$ cat config.mk
export PLATFORM = sky130hd
export DESIGN_NAME = pcileech_dna_check_flat
export DESIGN_NICKNAME = d
export VERILOG_FILES = /design/src/rtl/pcileech_dna_pkg.sv /design/src/rtl/pcileech_dna_check_if.sv /design/src/rtl/pcileech_dna_clkgen.sv /design/src/rtl/pcileech_dna_check.sv /design/src/flat_wrapper.sv
export SDC_FILE = /design/constraint.sdc
export NUM_CORES = 1
export LEC_CHECK = 0
export CAP_MARGIN = 20
export CORE_MARGIN = 1.5
export CORE_UTILIZATION = 30
export CTS_CLUSTER_SIZE = 30
export DETAILED_ROUTE_END_ITERATION = 6
export PLACE_DENSITY = 0.46
export SYNTH_ARGS = -nofsm -noshare
export SYNTH_HDL_FRONTEND = slang
export SYNTH_SLANG_ARGS = --single-unit
export TNS_END_PERCENT = 100
$ cat constraint.sdc
create_clock -name clk -period 3.97 [get_ports clk]
set_clock_uncertainty 0.05 [all_clocks]
set_input_delay 0.9925 -clock clk [delete_from_list [all_inputs] [get_ports clk]]
set_output_delay 0.9925 -clock clk [all_outputs]
set_load 0.005 [all_outputs]
$ cat src/rtl/pcileech_dna_pkg.sv
// Shared types for the device-DNA check block: DNA width, DNA value type and FSM states.
package pcileech_dna_pkg;

  localparam int DNA_WIDTH = 57;

  typedef logic [DNA_WIDTH-1:0] dna_t;

  typedef enum logic [2:0] {
    IDLE,
    LOAD,
    SHIFT,
    COMPARE,
    DONE,
    FAIL
  } dna_state_t;

  // DONE and FAIL are sticky until reset; the divider is parked there.
  function automatic logic is_terminal(input dna_state_t s);
    return (s == DONE) || (s == FAIL);
  endfunction

endpackage

$ cat src/rtl/pcileech_dna_check_if.sv
// Pin bundle between the DNA check block (master) and the DNA_PORT primitive (slave).
interface pcileech_dna_check_if;
  logic dna_clk;
  logic dna_read;
  logic dna_shift;
  logic dna_dout;

  modport master (output dna_clk, output dna_read, output dna_shift, input  dna_dout);
  modport slave  (input  dna_clk, input  dna_read, input  dna_shift, output dna_dout);
endinterface

$ cat src/rtl/pcileech_dna_clkgen.sv
// Divided DNA_PORT clock with single-cycle rise/fall strobes marking the clk cycle
// in which dna_clk toggles. Disabling parks the divider with dna_clk low.
module pcileech_dna_clkgen #(
  parameter int CLK_DIV = 4
) (
  input  logic clk,
  input  logic rst_n,
  input  logic i_en,
  output logic o_dna_clk,
  output logic o_rise,
  output logic o_fall
);

  localparam logic [7:0] DIV_M1 = 8'(CLK_DIV - 1);

  logic [7:0] r_cnt;
  logic       r_clk;
  logic       w_edge;

  assign w_edge    = i_en && (r_cnt == DIV_M1);
  assign o_rise    = w_edge && !r_clk;
  assign o_fall    = w_edge &&  r_clk;
  assign o_dna_clk = r_clk;

  always_ff @(posedge clk or negedge rst_n) begin
    if (!rst_n) begin
      r_cnt <= '0;
      r_clk <= 1'b0;
    end else if (!i_en) begin
      r_cnt <= '0;
      r_clk <= 1'b0;
    end else if (w_edge) begin
      r_cnt <= '0;
      r_clk <= ~r_clk;
    end else begin
      r_cnt <= r_cnt + 8'd1;
    end
  end

endmodule

$ cat src/rtl/pcileech_dna_check.sv
// Reads the 57-bit device DNA twice per attempt, confirms agreeing reads and compares
// against EXPECTED_DNA. Define PCILEECH_DNA_ENFORCE_EN to gate o_com_en on a match.
module pcileech_dna_check
  import pcileech_dna_pkg::*;
#(
  parameter logic [56:0] EXPECTED_DNA = 57'h0,
  parameter int          CLK_DIV      = 4,
  parameter int          MAX_RETRY    = 3
) (
  input  logic                         clk,
  input  logic                         rst_n,
  pcileech_dna_check_if.master         dna,
  output dna_t                         o_dna,
  output logic                         o_dna_valid,
  output logic                         o_id_match,
  output logic                         o_fail,
  output logic                         o_com_en
);

  dna_state_t r_state;
  logic       r_read, r_shift, r_second, r_armed;
  logic [5:0] r_bit;
  logic [3:0] r_pair;
  dna_t       r_sr, r_hold, r_dna;
  logic       r_valid, r_match, r_fail, r_com_en;

  logic       w_rise, w_fall, w_clk_en;
  logic [3:0] w_pair_nxt;

  assign w_clk_en   = !is_terminal(r_state);
  assign w_pair_nxt = r_pair + 4'd1;

  pcileech_dna_clkgen #(.CLK_DIV(CLK_DIV)) u_clkgen (
    .clk       (clk),
    .rst_n     (rst_n),
    .i_en      (w_clk_en),
    .o_dna_clk (dna.dna_clk),
    .o_rise    (w_rise),
    .o_fall    (w_fall)
  );

  assign dna.dna_read  = r_read;
  assign dna.dna_shift = r_shift;
  assign o_dna         = r_dna;
  assign o_dna_valid   = r_valid;
  assign o_id_match    = r_match;
  assign o_fail        = r_fail;
  assign o_com_en      = r_com_en;

  always_ff @(posedge clk or negedge rst_n) begin
    if (!rst_n) begin
      r_state  <= IDLE;
      r_read   <= 1'b0;
      r_shift  <= 1'b0;
      r_second <= 1'b0;
      r_armed  <= 1'b0;
      r_bit    <= '0;
      r_pair   <= '0;
      r_sr     <= '0;
      r_hold   <= '0;
      r_dna    <= '0;
      r_valid  <= 1'b0;
      r_match  <= 1'b0;
      r_fail   <= 1'b0;
      r_com_en <= 1'b0;
    end else begin
      unique case (r_state)
        // Wait for one full high phase of dna_clk before driving READ.
        IDLE: begin
          if (w_rise) r_armed <= 1'b1;
          if (w_fall && r_armed) begin
            r_read  <= 1'b1;
            r_state <= LOAD;
          end
        end
        // After a retry READ is still low: raise it first, sample on the next fall.
        LOAD: begin
          if (w_fall) begin
            if (!r_read) begin
              r_read <= 1'b1;
            end else begin
              r_sr[56] <= dna.dna_dout;
              r_read   <= 1'b0;
              r_shift  <= 1'b1;
              r_bit    <= 6'd55;
              r_state  <= SHIFT;
            end
          end
        end
        SHIFT: begin
          if (w_fall) begin
            r_sr[r_bit] <= dna.dna_dout;
            if (r_bit == 6'd0) begin
              r_shift <= 1'b0;
              if (!r_second) begin
                // Bit 0 lands in r_sr only at this edge, so fold it in directly.
                r_hold   <= {r_sr[56:1], dna.dna_dout};
                r_second <= 1'b1;
                r_read   <= 1'b1;
                r_state  <= LOAD;
              end else begin
                r_second <= 1'b0;
                r_state  <= COMPARE;
              end
            end else begin
              r_bit <= r_bit - 6'd1;
            end
          end
        end
        COMPARE: begin
          if (r_hold == r_sr) begin
            r_dna   <= r_sr;
            r_valid <= 1'b1;
            r_match <= (r_sr == EXPECTED_DNA);
            r_state <= DONE;
          end else begin
            r_pair <= w_pair_nxt;
            if (w_pair_nxt == 4'(MAX_RETRY)) begin
              r_fail  <= 1'b1;
              r_state <= FAIL;
            end else begin
              r_state <= LOAD;
            end
          end
        end
        DONE, FAIL: begin
          r_read  <= 1'b0;
          r_shift <= 1'b0;
        end
        default: r_state <= IDLE;
      endcase

`ifdef PCILEECH_DNA_ENFORCE_EN
      r_com_en <= (r_state == DONE) && r_match;
`else
      r_com_en <= is_terminal(r_state);
`endif
    end
  end

endmodule
$ cat src/flat_wrapper.sv
// flat-port wrapper written by rule: the top's interface ports become plain ports
module pcileech_dna_check_flat import pcileech_dna_pkg::*;
#(
  parameter logic [56:0] EXPECTED_DNA = 57'h0,
  parameter int          CLK_DIV      = 4,
  parameter int          MAX_RETRY    = 3
)
  (clk, rst_n, o_dna, o_dna_valid, o_id_match, o_fail, o_com_en, dna_dna_clk, dna_dna_read, dna_dna_shift, dna_dna_dout);
  pcileech_dna_check_if dna_i ();
  input  logic clk;
  input  logic rst_n;
  output dna_t o_dna;
  output logic o_dna_valid;
  output logic o_id_match;
  output logic o_fail;
  output logic o_com_en;
  output wire logic [$bits(dna_i.dna_clk)-1:0] dna_dna_clk;
  output wire logic [$bits(dna_i.dna_read)-1:0] dna_dna_read;
  output wire logic [$bits(dna_i.dna_shift)-1:0] dna_dna_shift;
  input wire logic [$bits(dna_i.dna_dout)-1:0] dna_dna_dout;
  assign dna_dna_clk = dna_i.dna_clk;
  assign dna_dna_read = dna_i.dna_read;
  assign dna_dna_shift = dna_i.dna_shift;
  assign dna_i.dna_dout = dna_dna_dout;
  pcileech_dna_check #(.EXPECTED_DNA(EXPECTED_DNA), .CLK_DIV(CLK_DIV), .MAX_RETRY(MAX_RETRY)) u_core (.clk(clk), .rst_n(rst_n), .dna(dna_i), .o_dna(o_dna), .o_dna_valid(o_dna_valid), .o_id_match(o_id_match), .o_fail(o_fail), .o_com_en(o_com_en));
endmodule
==> flow_metrics.env <==
export IMPL_hold_viol_final=0
export IMPL_cp_max_fo=7
export IMPL_grt_ovfl_total=0
export IMPL_layout_min_cycle_time_ps=3360
export IMPL_syn_area_per_cell_um2=12.9
export IMPL_power_switching_share_pct=21.0
export IMPL_ioPinCount=67
export IMPL_tns_ps=0
export IMPL_crit_slowest_cell="nand4_1"
export IMPL_comb_power_share_pct=2.1
export IMPL_seq_power_share_pct=48.6
export IMPL_ys_seq_elements=201
export IMPL_cts_setup_buffers=0
export IMPL_max_freq_mhz=298
export IMPL_grt_pass1_wl_um=36000
export IMPL_hp_start="u_core.o_fail"
export IMPL_stdcell_count=1174
export IMPL_die_area_um2=31000
export IMPL_r2r_worst_path_cells=7
export IMPL_cts_root_buf="clkbuf_16"
export IMPL_p_int_w=0.00338
export IMPL_nNetsFinal=779
export IMPL_cts_resized=0
export IMPL_rows=63
export IMPL_rrSetupSlack_ps=610
export IMPL_grt_pass1_vias=5879
export IMPL_routed_wirelength_um=23000
export IMPL_p_switching_w=0.000899
export IMPL_place_hpwl_um=15800
export IMPL_yosysSeqAreaShare_pct=56.0
export IMPL_diodes=0
export IMPL_cts_buffer_depth=3
export IMPL_antenna_found_initial=0
export IMPL_power_density_nw_per_um2=395
export IMPL_io_buffers=66
export IMPL_grt_total_usage_pct=15.2
export IMPL_cp_slowest_stage_delay_ps=680
export IMPL_area_growth_pct=20.5
export IMPL_cts_htree_levels=1
export IMPL_start_util_pct=30.4
export IMPL_dp_cells=1136
export IMPL_worstMarginPinSlew_ps=815
export IMPL_core_area_um2=29600
export IMPL_final_cell_mix="dfrtp_1 (201), mux2_2 (163), xor2_1 (68)"
export IMPL_chipWidth_um=176
export IMPL_drt_iter0_markers=223
export IMPL_cp_required_ps=4310
export IMPL_max_cap_violations=0
export IMPL_drv_slew=0
export IMPL_path_class="register to register"
export IMPL_outcome="completed"
export IMPL_holdPathEnd="u_core.o_fail"
export IMPL_synth_cells=698
export IMPL_fp_dieH_um=176
export IMPL_path_cells="ha_1 > nor4bb_1 > nand2_1 > nor3_1 > nand4_1 > nor2_1 > mux2_2"
export IMPL_pwr_share_clk_pct=49.3
export IMPL_rsz0062_at_grt="false"
export IMPL_ir_drop_mv=0.246
export IMPL_drc=0
export IMPL_mostFrequentLayoutCell="dfrtp_1"
export IMPL_async_flop_share_pct=100
export IMPL_synth_edf_count=0
export IMPL_cts_sinks=201
export IMPL_hold_depth=1
export IMPL_end_kind="register"
export IMPL_setup_viol=0
export IMPL_crit_path_start_kind="register"
export IMPL_clkLatencyLatePin_ps=510
export IMPL_hp_class="register to register"
export IMPL_fin_crit_sh_pct=84.7
export IMPL_ys_types=48
export IMPL_place_congestion=0.775
export IMPL_vias_per_cell=4.78
export IMPL_synthesis_area_um2=8990
export IMPL_cts_hold_buffers_added=0
export IMPL_ys_warnings_count=0
export IMPL_grt_max_degree=98
export IMPL_firstDrtPassIters=5
export IMPL_timing_rr_end="u_core.r_sr[20]"
export IMPL_maxSlewHeadroom_pct=45.6
export IMPL_vias=5608
export IMPL_final_util_pct=36.7
export IMPL_antenna_left=0
export IMPL_cts_tree="done"
export IMPL_drt_wirelength_per_cell_um=19.6
export IMPL_fillers=2857
export IMPL_arrival_ps=3710
export IMPL_syn_nets=706
export IMPL_clk_pin_slew_ps=60
export IMPL_r2r_start="u_core.u_clkgen.r_cnt[0]"
export IMPL_numCtsBuffers=23
export IMPL_leakagePower_nw=5.23
export IMPL_drive_gt1_share_pct=28.8
export IMPL_synth_ff_type="dfrtp_1"
==> registers in the layout (all words and copies together) (netlist names), 3 cells and up <==
signal and flops:
u_core.o_dna 57, u_core.r_bit 6, u_core.r_hold 57, u_core.r_pair 4
u_core.r_sr 57, u_core.r_state 3, u_core.u_clkgen.r_cnt 8
==> metrics by stage <==
stage               hold WS (ps)  setup WS (ps)  instance area [um2]  power [W]
floorplan                    398           1470                 8990    0.00213
global placement             402            669                10100    0.00221
detailed placement           398            620                10100    0.00221
CTS                          416            604                10800    0.00435
global route                 430            505                10800    0.00443
finish                       407            609                10800    0.00428
==> synth_stat cells, drive strengths merged, types with 2 or more instances <==
cell type / instances / area [um2]
dfrtp: 201 / 5030
mux2: 172 / 1940
xor2: 68 / 596
nor2: 65 / 244
nor4: 31 / 221
nand2: 25 / 93.8
buf: 17 / 116
clkbuf: 16 / 60.1
nand3: 12 / 60.1
nand4: 11 / 68.8
nor3: 9 / 50.1
and3: 7 / 43.8
inv: 7 / 26.3
or2: 6 / 37.5
ha: 5 / 62.6
o21ai: 5 / 25.0
xnor2: 5 / 43.8
nor3b: 4 / 30.0
a21oi: 3 / 15.0
o21a: 3 / 22.5
o31ai: 3 / 22.5
a31oi: 2 / 12.5
nor4bb: 2 / 20.0
or3: 2 / 12.5
or3b: 2 / 17.5
==> worst max-delay path: cells and delay by family (launching register included) <==
family / cells / cell delay [ps]
fa+ha+maj: 1 / 230
flops: 1 / 390
mux: 1 / 350
simple gates: 5 / 2220
==> power groups by stage <==
| stage | Combinational (W) | Clock, W | Sequential (W) |
|---|---|---|---|
| floorplan | 0.0000285 | 0 | 0.00211 |
| global placement | 0.0000906 | 0 | 0.00212 |
| detailed placement | 0.0000925 | 0 | 0.00212 |
| CTS | 0.0000929 | 0.00218 | 0.00208 |
| global route | 0.000101 | 0.00225 | 0.00208 |
| finish | 0.0000886 | 0.00211 | 0.00208 |
==> worst max path at each step <==
| stage | from | to | slack (ps) | depth (start not counted) |
|---|---|---|---|---|
| floorplan | u_core.u_clkgen.r_cnt[0] | u_core.r_sr[43] | 1470 | 8 |
| global placement | u_core.r_sr[10] | u_core.o_dna[18] | 670 | 7 |
| detailed placement | u_core.r_sr[10] | u_core.o_dna[33] | 620 | 7 |
| CTS | u_core.r_sr[10] | u_core.o_dna[33] | 600 | 7 |
| global route | u_core.u_clkgen.r_cnt[0] | u_core.r_sr[52] | 500 | 7 |
| finish | u_core.u_clkgen.r_cnt[0] | u_core.r_sr[20] | 610 | 7 |
==> routing by layer <==
metal  part of all wire [%]  GRT usage (%)
met3                    3.4           2.17
met4                    2.0           4.24
met1                     48           21.6
met5                      0              0
met2                     47           24.2
==> final cells by class <==
cell class	instances	area, um2	share of cell area (%)
Multi-Input combinational cell	457	3760	34.7
Timing Repair Buffer	81	777	7.17
Sequential cell	201	5030	46.4
Clock inverter	4	73.8	0.681
Inverter	7	26.3	0.243
Tap cell	390	488	4.50
Clock buffer	34	677	6.25
==> logic make-up after synthesis <==
logic type,after synthesis,synth area share [%]
flip-flops,201,56.0
AND/OR/NAND/NOR,183,10.6
multiplexers,172,21.6
XOR/XNOR,73,7.11
buffers and inverters,40,2.26
AO/OA/AOI/OAI,24,1.84
adder cells (fa/ha/maj),5,0.696
Power figures use the tool's default switching activity.
